===== src/rtl/mux41_src_scan_if.sv =====
// Bus bundle between the source-register bank / select sequencer and its
// user. The master side writes registers, requests scans and consumes the
// mux output. The slave side is the sequencer itself.
//
// Handshake: out_valid is raised by the slave and stays high, with the
// select held stable, until a rising clk edge sees out_valid && out_ready.
// That edge is the transfer. out_ready may be driven freely by the master
// and never feeds back into out_valid combinationally.
interface mux41_src_scan_if #(
    parameter int WIDTH = 8
);
    logic             wr_en;
    logic [1:0]       wr_addr;
    logic [WIDTH-1:0] wr_data;
    logic             start;
    logic [3:0]       scan_mask;
    logic             out_ready;

    logic [WIDTH-1:0] a0;
    logic [WIDTH-1:0] a1;
    logic [WIDTH-1:0] a2;
    logic [WIDTH-1:0] a3;
    logic             s1;
    logic             s0;
    logic             out_valid;
    logic             busy;
    logic             done;
    logic [1:0]       dbg_state;

    modport master (
        output wr_en, wr_addr, wr_data, start, scan_mask, out_ready,
        input  a0, a1, a2, a3, s1, s0, out_valid, busy, done, dbg_state
    );

    modport slave (
        input  wr_en, wr_addr, wr_data, start, scan_mask, out_ready,
        output a0, a1, a2, a3, s1, s0, out_valid, busy, done, dbg_state
    );
endinterface


===== src/rtl/mux41_src_scan.sv =====
// Source-register bank and select sequencer for an 8-bit 4:1 mux stage.
// Holds the four mux operands and, on start, walks the mux selects through
// the set bits of a latched mask in ascending order, offering each entry
// to the consumer with valid/ready. All outputs come straight from flops.
module mux41_src_scan #(
    parameter int WIDTH = 8
) (
    input logic            clk,
    input logic            rst_n,
    mux41_src_scan_if.slave bus
);

    typedef enum logic [1:0] {
        IDLE = 2'd0,
        SCAN = 2'd1,
        DONE = 2'd2
    } state_t;

    state_t           state_q, state_d;
    logic [1:0]       idx_q, idx_d;
    logic [3:0]       m_q, m_d;
    logic             out_valid_q, out_valid_d;
    logic             busy_q, busy_d;
    logic             done_q, done_d;
    logic [WIDTH-1:0] regs_q [4];

    logic             handshake;
    logic [2:0]       first_hit;
    logic [2:0]       next_hit;

    // {found, index} of the lowest set bit of mask.
    function automatic logic [2:0] lowest_set(input logic [3:0] mask);
        logic [2:0] res;
        res = 3'b000;
        for (int i = 3; i >= 0; i--) begin
            if (mask[i]) res = {1'b1, i[1:0]};
        end
        return res;
    endfunction

    // {found, index} of the lowest set bit of mask strictly above cur.
    // No wrap: nothing at or below cur is ever considered.
    function automatic logic [2:0] next_above(input logic [3:0] mask,
                                              input logic [1:0] cur);
        logic [2:0] res;
        res = 3'b000;
        for (int i = 3; i >= 0; i--) begin
            if (mask[i] && (i > int'(cur))) res = {1'b1, i[1:0]};
        end
        return res;
    endfunction

    assign handshake = out_valid_q && bus.out_ready;
    assign first_hit = lowest_set(bus.scan_mask);
    assign next_hit  = next_above(m_q, idx_q);

    // Register bank: writes land in any state, reset clears everything.
    always_ff @(posedge clk or negedge rst_n) begin
        if (!rst_n) begin
            for (int i = 0; i < 4; i++) regs_q[i] <= '0;
        end else if (bus.wr_en) begin
            regs_q[bus.wr_addr] <= bus.wr_data;
        end
    end

    // Sequencer state and registered status outputs.
    always_ff @(posedge clk or negedge rst_n) begin
        if (!rst_n) begin
            state_q     <= IDLE;
            idx_q       <= 2'd0;
            m_q         <= 4'd0;
            out_valid_q <= 1'b0;
            busy_q      <= 1'b0;
            done_q      <= 1'b0;
        end else begin
            state_q     <= state_d;
            idx_q       <= idx_d;
            m_q         <= m_d;
            out_valid_q <= out_valid_d;
            busy_q      <= busy_d;
            done_q      <= done_d;
        end
    end

    // Next-state logic; status flags are decoded from the next state so
    // they register alongside it instead of being decoded after the flop.
    always_comb begin
        state_d = state_q;
        idx_d   = idx_q;
        m_d     = m_q;
        unique case (state_q)
            IDLE: begin
                if (bus.start) begin
                    if (first_hit[2]) begin
                        state_d = SCAN;
                        idx_d   = first_hit[1:0];
                        m_d     = bus.scan_mask;
                    end else begin
                        // Empty mask: report completion without presenting
                        // anything; idx keeps its previous value.
                        state_d = DONE;
                    end
                end
            end
            SCAN: begin
                if (handshake) begin
                    if (next_hit[2]) begin
                        idx_d = next_hit[1:0];
                    end else begin
                        state_d = DONE;
                    end
                end
            end
            DONE: begin
                state_d = IDLE;
            end
            default: begin
                state_d = IDLE;
            end
        endcase
        out_valid_d = (state_d == SCAN);
        busy_d      = (state_d != IDLE);
        done_d      = (state_d == DONE);
    end

    assign bus.a0        = regs_q[0];
    assign bus.a1        = regs_q[1];
    assign bus.a2        = regs_q[2];
    assign bus.a3        = regs_q[3];
    assign bus.s1        = idx_q[1];
    assign bus.s0        = idx_q[0];
    assign bus.out_valid = out_valid_q;
    assign bus.busy      = busy_q;
    assign bus.done      = done_q;
    assign bus.dbg_state = state_q;

endmodule


===== src/flat_wrapper.sv =====
// flat-port wrapper written by rule: the top's interface ports become plain ports
module mux41_src_scan_flat 
#(
    parameter int WIDTH = 8
)
  (clk, rst_n, bus_wr_en, bus_wr_addr, bus_wr_data, bus_start, bus_scan_mask, bus_out_ready, bus_a0, bus_a1, bus_a2, bus_a3, bus_s1, bus_s0, bus_out_valid, bus_busy, bus_done, bus_dbg_state);
  mux41_src_scan_if #(.WIDTH(WIDTH)) bus_i ();
  input logic clk;
  input logic rst_n;
  input wire logic [$bits(bus_i.wr_en)-1:0] bus_wr_en;
  input wire logic [$bits(bus_i.wr_addr)-1:0] bus_wr_addr;
  input wire logic [$bits(bus_i.wr_data)-1:0] bus_wr_data;
  input wire logic [$bits(bus_i.start)-1:0] bus_start;
  input wire logic [$bits(bus_i.scan_mask)-1:0] bus_scan_mask;
  input wire logic [$bits(bus_i.out_ready)-1:0] bus_out_ready;
  output wire logic [$bits(bus_i.a0)-1:0] bus_a0;
  output wire logic [$bits(bus_i.a1)-1:0] bus_a1;
  output wire logic [$bits(bus_i.a2)-1:0] bus_a2;
  output wire logic [$bits(bus_i.a3)-1:0] bus_a3;
  output wire logic [$bits(bus_i.s1)-1:0] bus_s1;
  output wire logic [$bits(bus_i.s0)-1:0] bus_s0;
  output wire logic [$bits(bus_i.out_valid)-1:0] bus_out_valid;
  output wire logic [$bits(bus_i.busy)-1:0] bus_busy;
  output wire logic [$bits(bus_i.done)-1:0] bus_done;
  output wire logic [$bits(bus_i.dbg_state)-1:0] bus_dbg_state;
  assign bus_i.wr_en = bus_wr_en;
  assign bus_i.wr_addr = bus_wr_addr;
  assign bus_i.wr_data = bus_wr_data;
  assign bus_i.start = bus_start;
  assign bus_i.scan_mask = bus_scan_mask;
  assign bus_i.out_ready = bus_out_ready;
  assign bus_a0 = bus_i.a0;
  assign bus_a1 = bus_i.a1;
  assign bus_a2 = bus_i.a2;
  assign bus_a3 = bus_i.a3;
  assign bus_s1 = bus_i.s1;
  assign bus_s0 = bus_i.s0;
  assign bus_out_valid = bus_i.out_valid;
  assign bus_busy = bus_i.busy;
  assign bus_done = bus_i.done;
  assign bus_dbg_state = bus_i.dbg_state;
  mux41_src_scan #(.WIDTH(WIDTH)) u_core (.clk(clk), .rst_n(rst_n), .bus(bus_i));
endmodule

===== config.mk =====
export PLATFORM = sky130hd
export DESIGN_NAME = mux41_src_scan_flat
export DESIGN_NICKNAME = d
export VERILOG_FILES = /design/src/rtl/mux41_src_scan_if.sv /design/src/rtl/mux41_src_scan.sv /design/src/flat_wrapper.sv
export SDC_FILE = /design/constraint.sdc
export NUM_CORES = 1
export LEC_CHECK = 0
export CORE_UTILIZATION = 40
export DETAILED_ROUTE_END_ITERATION = 16
export HOLD_SLACK_MARGIN = 0.15
export PLACE_DENSITY_LB_ADDON = 0.3
export RECOVER_POWER = 25
export REMOVE_ABC_BUFFERS = 1
export SLEW_MARGIN = 30
export SYNTH_ARGS = -nofsm -noshare
export SYNTH_HDL_FRONTEND = slang
export SYNTH_SLANG_ARGS = --single-unit

===== constraint.sdc =====
create_clock -name clk -period 1.55 [get_ports clk]
set_input_delay 0.31 -clock clk [delete_from_list [all_inputs] [get_ports clk]]
set_output_delay 0.31 -clock clk [all_outputs]
set_load 0.02 [all_outputs]

# --- After elaboration in Yosys (flattened, before gate mapping) ---
# Cells that the tools add are included.
totals:
  regBits: 43
  in_bits: 19
  out_inout_bits: 39
  elab_cells: 53
op_classes:
  n_lt_le_gt_ge: 5
  n_eq_ne: 7
  n_mux: 20
  bitwise_logic: 1
  n_reduce_logical: 10
ops:
  columns: ["op", "count"]
  rows:
  - ["bitwise mux 32 bit", 1]
  - ["2-to-1 mux 3 bit", 7]
  - ["demux 8 bit (select 2 bit)", 1]
  - ["2-to-1 mux 2 bit", 8]
  - ["2-to-1 mux 8 bit", 1]
  - ["one-hot mux 2 bit (2 select lines)", 2]
  - ["!= test 2 x 1 -> 1 bit, second input constant", 3]
  - ["logical AND 1 bit", 5]
  - ["AND reduction 5 bit", 1]
  - ["== test 2 x 1 -> 1 bit, second input constant", 2]
  - ["greater-than comparator 2 bit, first input constant", 2]
  - ["nonzero test 2 bit", 2]
  - [">= comparator 3 bit, second input constant", 1]
  - ["< comparator 3 x 1 -> 1 bit, second input constant", 1]
  - ["NOT 2 -> 3 bit", 1]
  - ["AND reduction 3 bit", 1]
  - ["== test 2 bit, second input constant", 1]
  - ["greater-than comparator 1 x 2 -> 1 bit, first input constant", 1]
  - ["logical NOT 2 bit", 1]
  - ["!= test 2 bit, second input constant", 1]

# --- Logic depth before layout (Yosys ltp) ---
# Gate-level depths: netlist of the first run.
logic_depth:
  ltp_word: 9
  mapped_depth: 4
  ltp_nobuf: 4

# --- Worst setup path before layout of the first run ---
# Ideal clock, no wire load.
synth_timing:
  path_kind: "register to register"
  from: "register u_core.state_q[1] (netlist: u_core.bus.dbg_state[1])"
  to: "register u_core.m_q[1]"
  arrival_ns: 1.456
  slack_ns: -0.031
  stages_incl_launch_ff: 4
  n_path_buf: 0
  period_less_slack_ns: 1.581
  path_cell_list: "dfrtp_1 or3b_4 or2_4 mux2_4"
synth_via:
  elab_chain_len: 2
synth_rtl:
  columns: ["item", "line_no", "text"]
  rows:
  - ["start: declaration", "mux41_src_scan.sv:19", "state_t state_q, state_d;"]
  - ["start signal: assignment", "mux41_src_scan.sv:76", "state_q <= state_d;"]
  - ["logical NOT 2 bit", "mux41_src_scan.sv:91", "unique case (state_q)"]
  - ["AND reduction 3 bit (no line)", null, null]
  - ["end signal: assignment", "mux41_src_scan.sv:78", "m_q <= m_d;"]
  - ["end: declaration", "mux41_src_scan.sv:21", "logic [3:0] m_q, m_d;"]
# No other way between the ends.
# A chain may end at the register's enable or synchronous reset.

# --- Worst setup path after layout of the first run ---
layout_timing:
  from: "register u_core.state_q[0] (netlist: u_core.bus.dbg_state[0])"
  to: "register u_core.m_q[3]"
# The elaborated chain is that of the path after synthesis.

==> impl_results.md, run 1 <==
* Cells after Synth at 115
* Commonest non-fill, non-tap cell in the layout: dfrtp_1
* Setup ws final at -0.00725 ns
* Inserted Clock Buffers at 5
* Largest driver fanout on the critical path at 5
* Vias in the first global route at 1269
* Register area share after synthesis at 0.606
* Yosys reg bits at 42
* Die width at 67.8 um
* Number of routed nets with antenna violations at 0
* Clock Latency Late Sink at 0.29 ns
* Chip height at 67.8 um
* CP Capture Type: flip-flop
* Area Overhead vs Synth at 48.6%
* Reg2Reg Depth at 3
* CTS sink count at 42
* Initial drt markers at 42
* Nets@finish at 218
* Core ar. at 4090 um2
* IR drop worst, VDD at 0.821 mV
* CTS max path bufs at 2
* Crit path time final at 1.56 ns
* CTS tree: done
* ANT cells at 0
* Pre-antenna DRT Iters at 4
* Total congestion overflow at 0
* I/O pins at 58
* Hold path depth at 4
* Post-route core utilization at 0.631
* Wire per inst at 14.7 um
* Final setup fails at 3
* Die area at 4600 um2
* Largest net degree at the start of global routing at 43
* Clock-pin slew on the worst setup and hold paths at 0.07 ns
* Min-Delay Endpoint: u_core.bus.busy
* Worst Tran Pin Value at 0.551 ns
* Total GRT Usage at 0.179
* Clock root buffer master: clkbuf_8
* Synth cell types at 25
* Max cap viols at 0
* First-pass GRT wire length at 5.89 mm
* Fin Clk Skew at 0.00501 ns
* Hold WC Path Type: in2reg
* Violated checks: negative setup slack
* Fmax at 0.642 GHz
* DRC viols at 0
* Static Leakage at 1.21 nW
* Final total power at 3.76 mW
* Min Hold Slack at 0.487 ns
* Row count at 23
* Power Density at 1460 nW/um2
* Vias after detailed routing at 1244
* Syn Area/Cell at 15.1 um2
* Commonest non-fill, non-tap cells in the layout: dfrtp_1, dlygate4sd2_1, mux2_2
* Rel. slew slack at 0.633
* CP Launch Type: flip-flop
* Post-CTS Setup Bufs at 0
* HP Start: bus_start
* Initial Util at 0.424
* H-tree depth at 2
* Crit Reg-Reg Endpoint: u_core.m_q[3]
* RSZ-0062 raised after global routing: yes
* Status: complete, but fails checks
* Setup_tns at -0.0149 ns
* Drt via density at 4.98
* Worst flop-to-flop path startpoint: u_core.bus.dbg_state[0]
* Max-slew violation count at 0
* Final worst-path cycle share at 1.00
* WS Path Type: reg2reg
* Total wire length at 3.67 mm
* Setup slack, reg-to-reg at -0.007 ns
* Number of port buffers at 57
* Final Cell Area at 2580 um2
* Initial antenna violation count at 0
* Req. time, crit path at 1.72 ns
* Worst path arrival time at 1.73 ns
* Netlist Area Pre-Place at 1730 um2
* Layout cells sized above 1 at 0.350
* Final Hold Viols at 0
* Warnings, synthesis at 0
* DP Area at 2500 um2
* Post-DP HPWL at 2.87 mm
* GP Congestion at 0.791
[metal layers]
metal / part of all wire / track usage
met5: 0 / 0
met4: 0.017 / 0.0911
met3: 0.065 / 0.0500
met2: 0.49 / 0.282
met1: 0.43 / 0.225
[cells by family after synthesis]
group            share of synthesized area
multiplexers                         0.240
flip-flops                           0.606
AND/OR/NAND/NOR                     0.0844
AO/OA/AOI/OAI                       0.0700
[cell type report]
class | instances | area, um2
Fill cell | 333 | 1510
Sequential cell | 42 | 1050
Multi-Input combinational cell | 73 | 693
Timing Repair Buffer | 77 | 679
Clock buffer | 7 | 86.3
Tap cell | 50 | 62.6
Clock inverter | 1 | 5.00
[flip-flops by register name, indices dropped and copies added (netlist names)]
register,cells
u_core.bus.a2,8
u_core.bus.out_valid,1
u_core.bus.a3,8
u_core.m_q,3
u_core.bus.busy,1
u_core.bus.dbg_state,2
u_core.bus.a1,8
u_core.idx_q,2
u_core.bus.a0,8
u_core.bus.done,1
[synth_stat cells, drive strengths merged]
cell    number  share of area
nand3b       3          0.013
o21ba        1         0.0058
nor2         4         0.0087
nand3        3         0.0087
nand2        1         0.0022
mux2        35           0.23
a21oi        5          0.014
nand2b       1         0.0036
a21bo        1         0.0058
nor2b        2         0.0072
or2          1         0.0051
or2b         1         0.0051
o22ai        1         0.0072
a21boi       1         0.0043
o211ai       1         0.0043
nor3b        1         0.0072
o21ai        1         0.0029
o21bai       5          0.022
or3b         2          0.012
a31oi        1         0.0036
mux2i        1         0.0058
dfrtp       42           0.61
nor4         1          0.012
[how the worst max path moves through the flow]
stage,endpoint,cells past startpoint,start
after floorplan,u_core.m_q[1],3,u_core.bus.dbg_state[1]
after global placement,u_core.m_q[3],4,bus_start
after detailed placement,u_core.m_q[3],4,bus_start
after CTS,bus_a3[6],1,u_core.bus.a3[6]
after global routing,u_core.m_q[2],3,u_core.bus.dbg_state[0]
final,u_core.m_q[3],3,u_core.bus.dbg_state[0]
[through the flow]
stage,setup WS (ns),cells
after global routing,-0.0332,250
after CTS,0.00196,250
after global placement,-0.300,241
final,-0.00725,250
after floorplan,-0.0314,115
after detailed placement,-0.325,241
[worst max-delay path, cell delays in order, from the launching register on]
cell     delay [ns]
dfrtp_1        0.43
or3b_4         0.42
or2_4          0.29
mux2_4         0.30
[power by group]
| group | switching [mW] | total (mW) | internal (mW) |
|---|---|---|---|
| sequential | 0.194 | 1.57 | 1.38 |
| combinational | 0.744 | 1.49 | 0.747 |
| clock | 0.340 | 0.699 | 0.359 |
| total | 1.28 | 3.76 | 2.48 |
[repair_timing]
action                     CTS  global route
gates resized for setup     37             5
hold buffers                 1             0
setup endpoints to repair   39             8
pin swaps                    1             0
hold endpoints to repair    42             0
No activity file was read; power rests on OpenSTA's default activity.
==> inputs of run 2 (changes only) <==
CTS_BUF_LIST = sky130_fd_sc_hd__clkbuf_8 sky130_fd_sc_hd__clkbuf_16   (was default)
==> run 2 against run 1 <==
Compared with the run above: the run still ends with negative setup slack left; wire length is 0.11% lower; combinational power hardly changed; utilization stayed put; cell area is the same; die area unchanged; cell count unchanged; first-iteration DRC count is 7.1% higher; critical path depth stayed put; clock-buffer cell count shrank 1; sequential share of layout area unchanged; flip-flop and latch count stayed put; power shrank 0.17%.
==> impl_results.md, run 2 (synthesized netlist as in run 1, its figures left out) <==
* Status: complete, but fails checks
* Violated checks: negative setup slack
* Initial Util at 0.424
* RSZ-0062 raised after global routing: yes
* Static Leakage at 1.21 nW
* Largest driver fanout on the critical path at 5
* Fmax at 0.642 GHz
* Req. time, crit path at 1.72 ns
* WS Path Type: reg2reg
* Worst flop-to-flop path startpoint: u_core.bus.dbg_state[0]
* H-tree depth at 2
* Drt via density at 4.98
* Commonest non-fill, non-tap cells in the layout: dfrtp_1, dlygate4sd2_1, mux2_2
* Area occupied by multi-input gates at 693 um2
* Vias in the first global route at 1269
* Min-Delay Endpoint: u_core.bus.busy
* CTS tree: done
* HP Start: bus_start
* Number of port buffers at 57
* Final worst-path cycle share at 1.00
* Post-CTS Setup Bufs at 0
* Total wire length at 3.67 mm
* Die width at 67.8 um
* Rel. slew slack at 0.633
* Int Power at 2.48 mW
* Die area at 4600 um2
* Crit Reg-Reg Endpoint: u_core.m_q[3]
* Chip height at 67.8 um
* Layout cells sized above 1 at 0.350
* Inserted Clock Buffers at 5
* Worst Tran Pin Value at 0.551 ns
* Vias after detailed routing at 1245
* Clk pwr share at 0.185
* Power Density at 1460 nW/um2
* Area Overhead vs Synth at 48.6%
* CP cell instances: or3b_4 > or2_4 > mux2_4
* Gate power share at 0.397
* CTS sink count at 42
* CP Capture Type: flip-flop
* Hold path depth at 4
* GP Congestion at 0.791
* Pre-antenna DRT Iters at 4
* Setup ws final at -0.00725 ns
* Total congestion overflow at 0
* Commonest non-fill, non-tap cell in the layout: dfrtp_1
* ANT cells at 0
* Reg2Reg Depth at 3
* Core ar. at 4090 um2
* IR drop worst, VDD at 0.821 mV
* Final setup fails at 3
* Sequential power share at 0.418
* Setup slack, reg-to-reg at -0.007 ns
* Max-slew violation count at 0
* CP max-delay cell: dfrtp_1
* DRC viols at 0
* Largest net degree at the start of global routing at 43
* Clock-pin slew on the worst setup and hold paths at 0.07 ns
* Post-DP HPWL at 2.87 mm
* Max cap viols at 0
* First-pass GRT wire length at 5.89 mm
* Row count at 23
* DP Area at 2500 um2
* Switch share at 0.341
* Final Cell Area at 2580 um2
* Total GRT Usage at 0.179
* Fill cells at 333
* Hold WC Path Type: in2reg
* CP Launch Type: flip-flop
* Nets@finish at 218
* Worst path arrival time at 1.73 ns
* Fin Clk Skew at 0.00501 ns
* Wire per inst at 14.7 um
* CTS max path bufs at 2
* Final total power at 3.76 mW
* Total net switching power at 1.28 mW
* Slowest Stage Delay on Critical Path at 0.43 ns
* Clock Latency Late Sink at 0.29 ns
* Final Hold Viols at 0
* Post-route core utilization at 0.631
* Clock root buffer master: clkbuf_8
* FF+latch area at 1050 um2
* Initial drt markers at 45
* I/O pins at 58
* Crit path time final at 1.56 ns
* Initial antenna violation count at 0
* Number of routed nets with antenna violations at 0
run 2: changes by cell type in the layout (fill, tap and decap cells not counted):
cell	before	now
inv_1	0	1
clkbuf_1	1	0
run 2: metal layers:
metal | share of wire | vias up | global-route usage
met2 | 0.49 | 44 | 0.282
li1 | - | 595 | -
met5 | 0 | - | 0
met4 | 0.017 | 0 | 0.0911
met3 | 0.065 | 7 | 0.0500
met1 | 0.43 | 599 | 0.225
run 2: how the worst max path moves through the flow:
stage / startpoint / end / slack, ns / cells past startpoint
floorplan: u_core.bus.dbg_state[1] / u_core.m_q[1] / -0.03 / 3
global placement: bus_start / u_core.m_q[3] / -0.30 / 4
detailed placement: bus_start / u_core.m_q[3] / -0.32 / 4
CTS: u_core.bus.a3[6] / bus_a3[6] / 0.002 / 1
global route: u_core.bus.dbg_state[0] / u_core.m_q[2] / -0.03 / 3
finish: u_core.bus.dbg_state[0] / u_core.m_q[3] / -0.007 / 3
run 2: cell type report:
cell class,count,area share
well taps,50,0.0243
flip-flops and latches,42,0.408
clock inverters,2,0.00340
repair buffers,77,0.264
multi-input cells,73,0.269
clock buffers,6,0.0320
run 2: power groups by stage:
stage | clock network (mW) | registers, mW | logic, mW
finish | 0.693 | 1.57 | 1.49
global route | 0.768 | 1.61 | 1.61
CTS | 0.716 | 1.58 | 1.47
detailed placement | 0 | 1.61 | 1.61
global placement | 0 | 1.58 | 1.57
floorplan | 0 | 1.87 | 0.558
run 2: worst max-delay path, delay by kind of cell (launching register included):
family,cells,cell delay [ns]
mux,1,0.30
flops,1,0.43
simple gates,2,0.71
run 2: timing repair:
| item | 4_1_cts | 5_1_grt |
|---|---|---|
| endpoints found under the setup margin | 39 | 8 |
| cloned | 0 | 0 |
| hold endpoints to repair | 42 | 0 |
| pin swaps | 1 | 0 |
| resized for setup | 37 | 5 |
| hold buffers | 1 | 0 |
run 2: per-stage QoR:
stage / hold slack [ns] / setup TNS, ns / setup slack, ns / instances
2_1_floorplan: 0.0144 / -0.0943 / -0.0314 / 115
3_3_place_gp: 0.393 / -2.81 / -0.300 / 241
3_5_place_dp: 0.403 / -3.80 / -0.325 / 241
4_1_cts: 0.488 / 0 / 0.00177 / 250
5_1_grt: 0.522 / -0.0832 / -0.0332 / 250
6_report: 0.487 / -0.0149 / -0.00725 / 250
